--- config.mk ---
export PLATFORM = sky130hd
export DESIGN_NAME = ksa_share_ctrl_flat
export DESIGN_NICKNAME = d
export VERILOG_FILES = /design/src/rtl/ksa_share_ctrl_if.sv /design/src/rtl/ksa_share_ctrl.sv /design/src/flat_wrapper.sv
export SDC_FILE = /design/constraint.sdc
export NUM_CORES = 1
export LEC_CHECK = 0
export CORE_UTILIZATION = 41
export DETAILED_ROUTE_END_ITERATION = 10
export PLACE_DENSITY = 0.78
export RECOVER_POWER = 25
export SETUP_SLACK_MARGIN = 0.05
export SLEW_MARGIN = 20
export SYNTH_ARGS = -nofsm -noshare
export SYNTH_HDL_FRONTEND = slang
export SYNTH_SLANG_ARGS = --single-unit
--- constraint.sdc ---
create_clock -name wb_clk_i -period 2.6 [get_ports wb_clk_i]
set_clock_uncertainty 0.2 [all_clocks]
set_input_delay 0.39 -clock wb_clk_i [delete_from_list [all_inputs] [get_ports wb_clk_i]]
set_output_delay 0.39 -clock wb_clk_i [all_outputs]
set_load 0.03 [all_outputs]
--- src/rtl/ksa_share_ctrl_if.sv ---
// Requester/response bundle between user-project request logic and the shared adder controller.
// Latency: none, wires only.
// Backpressure: req_ready_o grants one requester at a time; rsp_ready_i stalls the response.
//
// Ports (slave = controller side):
//   req_valid_i[r], req_ready_o[r]     per-requester handshake, at most one ready bit high
//   req_a{r}_i, req_b{r}_i             operands, W*NW bits each
//   req_nw{r}_i                        word count minus one
//   req_cin_i[r]                       initial carry-in
//   rsp_valid_o, rsp_ready_i           response handshake
//   rsp_id_o, rsp_sum_o, rsp_cout_o    response payload
interface ksa_share_ctrl_if #(
  parameter int W  = 16,
  parameter int NW = 4
);
  localparam int OPW = W * NW;
  localparam int IW  = $clog2(NW);

  logic [1:0]     req_valid_i;
  logic [1:0]     req_ready_o;
  logic [OPW-1:0] req_a0_i;
  logic [OPW-1:0] req_b0_i;
  logic [OPW-1:0] req_a1_i;
  logic [OPW-1:0] req_b1_i;
  logic [IW-1:0]  req_nw0_i;
  logic [IW-1:0]  req_nw1_i;
  logic [1:0]     req_cin_i;

  logic           rsp_valid_o;
  logic           rsp_ready_i;
  logic           rsp_id_o;
  logic [OPW-1:0] rsp_sum_o;
  logic           rsp_cout_o;

  // Controller side.
  modport slave (
    input  req_valid_i, req_a0_i, req_b0_i, req_a1_i, req_b1_i,
           req_nw0_i, req_nw1_i, req_cin_i, rsp_ready_i,
    output req_ready_o, rsp_valid_o, rsp_id_o, rsp_sum_o, rsp_cout_o
  );

  // Requester/consumer side.
  modport master (
    output req_valid_i, req_a0_i, req_b0_i, req_a1_i, req_b1_i,
           req_nw0_i, req_nw1_i, req_cin_i, rsp_ready_i,
    input  req_ready_o, rsp_valid_o, rsp_id_o, rsp_sum_o, rsp_cout_o
  );
endinterface

--- src/rtl/ksa_share_ctrl.sv ---
// Two-requester round-robin sequencer for one shared W-bit adder slice, LS word first.
// Latency: response valid nw+2 cycles after the request handshake (2 for one word, 5 for four).
// Backpressure: one transaction in flight; no request accepted until the response is taken.
//
// Ports:
//   wb_clk_i, wb_rst_ni    clock, asynchronous active-low reset
//   bus (slave)            request/response bundle, see ksa_share_ctrl_if
//   add_a_o, add_b_o       operand words to the adder slice (zero outside RUN)
//   add_cin_o              carry into the adder slice (zero outside RUN)
//   add_sum_i, add_cout_i  combinational adder slice result
//   busy_o                 high whenever a transaction is in progress
module ksa_share_ctrl #(
  parameter int W  = 16,
  parameter int NW = 4
) (
  input  logic         wb_clk_i,
  input  logic         wb_rst_ni,
  ksa_share_ctrl_if.slave bus,
  output logic [W-1:0] add_a_o,
  output logic [W-1:0] add_b_o,
  output logic         add_cin_o,
  input  logic [W-1:0] add_sum_i,
  input  logic         add_cout_i,
  output logic         busy_o
);

  localparam int OPW = W * NW;
  localparam int IW  = $clog2(NW);

  localparam logic [1:0] S_IDLE = 2'd0;
  localparam logic [1:0] S_RUN  = 2'd1;
  localparam logic [1:0] S_DONE = 2'd2;

  // Captured request; operand bits above word nw are kept but never selected.
  typedef struct packed {
    logic [OPW-1:0] a;
    logic [OPW-1:0] b;
    logic [IW-1:0]  nw;
  } op_t;

  logic [1:0]     state_q, state_d;
  op_t            op_q, op_d;
  logic [IW-1:0]  idx_q, idx_d;
  logic           carry_q, carry_d;
  logic [OPW-1:0] sum_q, sum_d;
  logic           id_q, id_d;
  logic           last_q, last_d;

  logic [1:0]     grant;
  logic           gnt_id;
  logic           run;

  // Arbitration is only live in IDLE. The reset term keeps ready low while
  // reset is held even though the FSM already sits in IDLE.
  always_comb begin
    grant = 2'b00;
    if ((state_q == S_IDLE) && wb_rst_ni) begin
      case (bus.req_valid_i)
        2'b01:   grant = 2'b01;
        2'b10:   grant = 2'b10;
        // Contention: the requester that did not win last time goes now.
        2'b11:   grant = last_q ? 2'b01 : 2'b10;
        default: grant = 2'b00;
      endcase
    end
  end

  assign gnt_id          = grant[1];
  assign bus.req_ready_o = grant;

  // Next-state logic.
  always_comb begin
    state_d = state_q;
    op_d    = op_q;
    idx_d   = idx_q;
    carry_d = carry_q;
    sum_d   = sum_q;
    id_d    = id_q;
    last_d  = last_q;

    case (state_q)
      S_IDLE: begin
        if (|grant) begin
          op_d.a  = gnt_id ? bus.req_a1_i  : bus.req_a0_i;
          op_d.b  = gnt_id ? bus.req_b1_i  : bus.req_b0_i;
          op_d.nw = gnt_id ? bus.req_nw1_i : bus.req_nw0_i;
          carry_d = bus.req_cin_i[gnt_id];
          idx_d   = '0;
          sum_d   = '0;
          id_d    = gnt_id;
          last_d  = gnt_id;
          state_d = S_RUN;
        end
      end

      S_RUN: begin
        // One word per cycle; the slice carry is chained through carry_q.
        sum_d[W*idx_q +: W] = add_sum_i;
        carry_d             = add_cout_i;
        if (idx_q == op_q.nw) begin
          state_d = S_DONE;
        end else begin
          idx_d = idx_q + 1'b1;
        end
      end

      S_DONE: begin
        if (bus.rsp_ready_i) begin
          state_d = S_IDLE;
        end
      end

      default: begin
        state_d = S_IDLE;
      end
    endcase
  end

  always_ff @(posedge wb_clk_i or negedge wb_rst_ni) begin
    if (!wb_rst_ni) begin
      state_q <= S_IDLE;
      op_q    <= '0;
      idx_q   <= '0;
      carry_q <= 1'b0;
      sum_q   <= '0;
      id_q    <= 1'b0;
      // Pointing at requester 1 lets requester 0 win the first contention.
      last_q  <= 1'b1;
    end else begin
      state_q <= state_d;
      op_q    <= op_d;
      idx_q   <= idx_d;
      carry_q <= carry_d;
      sum_q   <= sum_d;
      id_q    <= id_d;
      last_q  <= last_d;
    end
  end

  // Adder slice drive; gated to zero so idle cycles present no stale operands.
  assign run       = (state_q == S_RUN);
  assign add_a_o   = run ? op_q.a[W*idx_q +: W] : '0;
  assign add_b_o   = run ? op_q.b[W*idx_q +: W] : '0;
  assign add_cin_o = run ? carry_q : 1'b0;

  // Response: carry_q holds the carry out of the top active word once in DONE.
  assign bus.rsp_valid_o = (state_q == S_DONE);
  assign bus.rsp_sum_o   = sum_q;
  assign bus.rsp_cout_o  = carry_q;
  assign bus.rsp_id_o    = id_q;
  assign busy_o          = (state_q != S_IDLE);

  // Grant is mutually exclusive and only ever given while idle.
  a_grant_onehot: assert property (@(posedge wb_clk_i) disable iff (!wb_rst_ni)
    bus.req_ready_o != 2'b11);
  a_grant_idle: assert property (@(posedge wb_clk_i) disable iff (!wb_rst_ni)
    (|bus.req_ready_o) |-> !busy_o);

endmodule

--- src/flat_wrapper.sv ---
// flat-port wrapper written by rule: the top's interface ports become plain ports
module ksa_share_ctrl_flat 
#(
  parameter int W  = 16,
  parameter int NW = 4
)
  (wb_clk_i, wb_rst_ni, add_a_o, add_b_o, add_cin_o, add_sum_i, add_cout_i, busy_o, bus_req_valid_i, bus_req_a0_i, bus_req_b0_i, bus_req_a1_i, bus_req_b1_i, bus_req_nw0_i, bus_req_nw1_i, bus_req_cin_i, bus_rsp_ready_i, bus_req_ready_o, bus_rsp_valid_o, bus_rsp_id_o, bus_rsp_sum_o, bus_rsp_cout_o);
  ksa_share_ctrl_if #(.W(W), .NW(NW)) bus_i ();
  input  logic wb_clk_i;
  input  logic wb_rst_ni;
  output logic [W-1:0] add_a_o;
  output logic [W-1:0] add_b_o;
  output logic add_cin_o;
  input  logic [W-1:0] add_sum_i;
  input  logic add_cout_i;
  output logic busy_o;
  input wire logic [$bits(bus_i.req_valid_i)-1:0] bus_req_valid_i;
  input wire logic [$bits(bus_i.req_a0_i)-1:0] bus_req_a0_i;
  input wire logic [$bits(bus_i.req_b0_i)-1:0] bus_req_b0_i;
  input wire logic [$bits(bus_i.req_a1_i)-1:0] bus_req_a1_i;
  input wire logic [$bits(bus_i.req_b1_i)-1:0] bus_req_b1_i;
  input wire logic [$bits(bus_i.req_nw0_i)-1:0] bus_req_nw0_i;
  input wire logic [$bits(bus_i.req_nw1_i)-1:0] bus_req_nw1_i;
  input wire logic [$bits(bus_i.req_cin_i)-1:0] bus_req_cin_i;
  input wire logic [$bits(bus_i.rsp_ready_i)-1:0] bus_rsp_ready_i;
  output wire logic [$bits(bus_i.req_ready_o)-1:0] bus_req_ready_o;
  output wire logic [$bits(bus_i.rsp_valid_o)-1:0] bus_rsp_valid_o;
  output wire logic [$bits(bus_i.rsp_id_o)-1:0] bus_rsp_id_o;
  output wire logic [$bits(bus_i.rsp_sum_o)-1:0] bus_rsp_sum_o;
  output wire logic [$bits(bus_i.rsp_cout_o)-1:0] bus_rsp_cout_o;
  assign bus_i.req_valid_i = bus_req_valid_i;
  assign bus_i.req_a0_i = bus_req_a0_i;
  assign bus_i.req_b0_i = bus_req_b0_i;
  assign bus_i.req_a1_i = bus_req_a1_i;
  assign bus_i.req_b1_i = bus_req_b1_i;
  assign bus_i.req_nw0_i = bus_req_nw0_i;
  assign bus_i.req_nw1_i = bus_req_nw1_i;
  assign bus_i.req_cin_i = bus_req_cin_i;
  assign bus_i.rsp_ready_i = bus_rsp_ready_i;
  assign bus_req_ready_o = bus_i.req_ready_o;
  assign bus_rsp_valid_o = bus_i.rsp_valid_o;
  assign bus_rsp_id_o = bus_i.rsp_id_o;
  assign bus_rsp_sum_o = bus_i.rsp_sum_o;
  assign bus_rsp_cout_o = bus_i.rsp_cout_o;
  ksa_share_ctrl #(.W(W), .NW(NW)) u_core (.wb_clk_i(wb_clk_i), .wb_rst_ni(wb_rst_ni), .bus(bus_i), .add_a_o(add_a_o), .add_b_o(add_b_o), .add_cin_o(add_cin_o), .add_sum_i(add_sum_i), .add_cout_i(add_cout_i), .busy_o(busy_o));
endmodule
==> results.toml <==
[logic_synthesis]
number_of_enable_type_register_cells_in_the_synthesized_netlist = 0
synth_commonest_cells = "sky130_fd_sc_hd__dfrtp_1, sky130_fd_sc_hd__o21ai_1, sky130_fd_sc_hd__mux2i_1"
synthCells = 911
mappedNetlistNets = 1200
synthTopCellsByArea = "sky130_fd_sc_hd__dfrtp_1, sky130_fd_sc_hd__mux2i_1, sky130_fd_sc_hd__o21ai_1"
synth.most_common_cell = "sky130_fd_sc_hd__dfrtp_1"
yosys_most_used_dff = "sky130_fd_sc_hd__dfrtp_1"
synth_seq_area_share_pct = 48.6
synth-seq-cells = 201
synth_area_leader_cell = "sky130_fd_sc_hd__dfrtp_1"
ys_async_sr_fraction_pct = 100
yosys.area.top_type_share_pct = 48.4
post_synth_instance_area_mm2 = 0.0103
ys_warn_count = 0
synth_cell_types = 37
avgSynthCellArea_um2 = 11.4

[setup_path]
number_of_cells_traversed_by_the_worst_register_to_register_path = 7
critPathCaptureType = "primary output"
worst_setup_path_start_kind = "flip-flop"
worst-setup-path-type = "reg -> out"
worstPathRequired_ps = 2010
worstPathMaxFanout = 7
cp.arrival_ps = 2020
r2r-end = "u_core.bus.rsp_sum_o[59]$_DFFE_PN0P_"
cp-startpoint = "u_core.idx_q[0]$_DFFE_PN0P_"
crit-reg2reg-launch = "u_core.idx_q[0]$_DFFE_PN0P_"
crit_path_end = "add_b_o[6]"
timing.reg2reg.setup_slack_ps = 240

[global_route]
grt_first_pass_wirelength_um = 53900
grt_pass1_vias = 9633
global_route.overflow_total = 0
track_usage_pct = 27.0
maximum_number_of_pins_on_one_net_before_global_route_repair = 103
number_of_antenna_violations_at_the_first_check_in_global_routing = 4

[cells_and_area]
layout.filler_cells = 1953
area_growth_pct = 50.8
final_core_util_pct = 63.6
post_route_cells_drive_above_1_share_pct = 15.5
nNetsFinal = 1576

[floorplanning]
die_w_um = 161
num_rows = 57
die_area_mm2 = 0.0259
count_of_boundary_i_o_pins = 387
core-area_mm2 = 0.0245
die-height_um = 161
initial_utilization_pct = 42.2

[timing]
setup_viol = 2
grt_setup_unrepaired = "true"
layout_worst_path_cycle_share_pct = 100
worstMarginPinSlew_ps = 1080
worst_hold_slack_ps = 243
hold_violations = 0
crit_path_setup_slack_layout_ps = -5.33
timing.slew.headroom_pct = 28.2
drv_slew = 0
timing.fmax_mhz = 384
timing.final.crit_period_ps = 2610

[run]
max_cap_violation_count = 0

[clocking]
cts-buffers-inserted = 22
clkSlewWorstSetupHoldPaths_ps = 60
worstSkewPairLatency_ps = 500
cts.sink_count = 201
htreeDepth = 1
maximum_root_to_sink_buffer_count = 3
tritoncts_clock_tree = "yes"
root_buffer = "sky130_fd_sc_hd__clkbuf_16"

[detailed_routing]
first_pass_iters = 5
ant_nets = 0
vias_per_cell = 5.75
post_drt_wl_per_cell_um = 21.5
drc_errors = 0
totalWireLength_um = 35000
num_vias = 9366
violation_count_after_the_first_detailed_routing_iteration = 853

[place]
gp_congestion = 0.838
post-dp-hpwl_um = 25000
pre_cts_slack_ps = 137
placement.io_buffers = 386

[outcome]
run_status = "finished, violations left"
violations = "setup timing"

[power_and_ir_drop]
power_per_cell_area_mw_per_mm2 = 1080
static-leakage-power_nw = 6.50
worst_ir_drop_vdd_mv = 0.650

[hold_path]
hold_path.class = "in -> reg"
min-delay-start = "bus_rsp_ready_i"
-- stage by stage --
stage                     power [W]  cells  cell area [um2]  setup TNS, ps
after global placement       0.0127   1576            14500              0
after CTS                    0.0169   1623            15600           -186
after floorplan             0.00996    911            10300              0
after detailed placement     0.0129   1576            14500              0
final                        0.0169   1630            15600          -6.10
after global routing         0.0178   1630            15600          -1330
-- cells by family after synthesis --
group,share of synthesized area (%)
buffers and inverters,5.92
muxes,19.8
adders and majority gates,0.605
AOI/OAI and AO/OA,19.1
and+or+nand+nor,5.74
DFF,48.6
xor gates and xnor gates,0.169
-- final cells by class --
cell class	count	area, um2	area share (%)
well taps	324	405	2.60
multi-input cells	614	4820	30.9
clock buffers	32	659	4.23
flip-flops and latches	201	5030	32.3
repair buffers	444	4550	29.2
diodes	4	10.0	0.0641
clock inverters	7	110	0.706
inverters	4	15.0	0.0962
-- worst min path at each step --
stage                                                    to  cells after the start
final                         u_core.state_q[1]$_DFFE_PN0P_                      2
after global routing          u_core.state_q[1]$_DFFE_PN0P_                      2
after CTS                     u_core.state_q[1]$_DFFE_PN0P_                      2
after detailed placement       u_core.op_q[100]$_DFFE_PN0P_                      2
after global placement          u_core.op_q[64]$_DFFE_PN0P_                      2
after floorplan           u_core.bus.rsp_cout_o$_DFFE_PN0P_                      0
-- cells in the final DEF (no fill, tap or decap), drive strengths merged, types with 32 or more instances in the layout --
cell,count
clkbuf,37
buf,88
clkdlybuf4s50,348
o21ai,266
and2,35
dfrtp,200
mux4,32
nand2,34
mux2i,133
a32o,48
-- metal layers --
layer	track usage [%]	routed length, um	vias to the layer above
met3	5.37	2590	78
li1	-	-	4162
met4	10.8	1360	0
met2	46.1	17700	477
met1	33.3	13400	4649
met5	0	0	-
-- critical path: stages (launching register included) --
cell                      delay [ps]
sky130_fd_sc_hd__dfrtp_2         380
sky130_fd_sc_hd__buf_6           150
sky130_fd_sc_hd__buf_16          150
sky130_fd_sc_hd__mux4_2          500
sky130_fd_sc_hd__and2_4          180
sky130_fd_sc_hd__buf_6           130
-- state kept, by name, summed over array words and instances (netlist names) --
register / flops
u_core.last_q: 1
u_core.op_q: 130
u_core.bus.rsp_id_o: 1
u_core.state_q: 2
u_core.bus.rsp_sum_o: 64
u_core.idx_q: 2
u_core.bus.rsp_cout_o: 1
-- where the power goes --
group / internal, W / switching, W
Sequential: 0.00447 / 0.000881
Combinational: 0.00399 / 0.00422
Clock: 0.00205 / 0.00127
Total: 0.0105 / 0.00637
-- what timing repair did --
| item | CTS | global route |
|---|---|---|
| cloned | 2 | 1 |
| setup endpoints to repair | 33 | 109 |
| pin swaps | 2 | 0 |
| hold buffers | 1 | 0 |
| buffers inserted | 5 | 2 |
| endpoints found under the hold margin | 50 | 0 |
| gates resized for setup | 69 | 3 |
No activity file was read; power rests on OpenSTA's default activity.
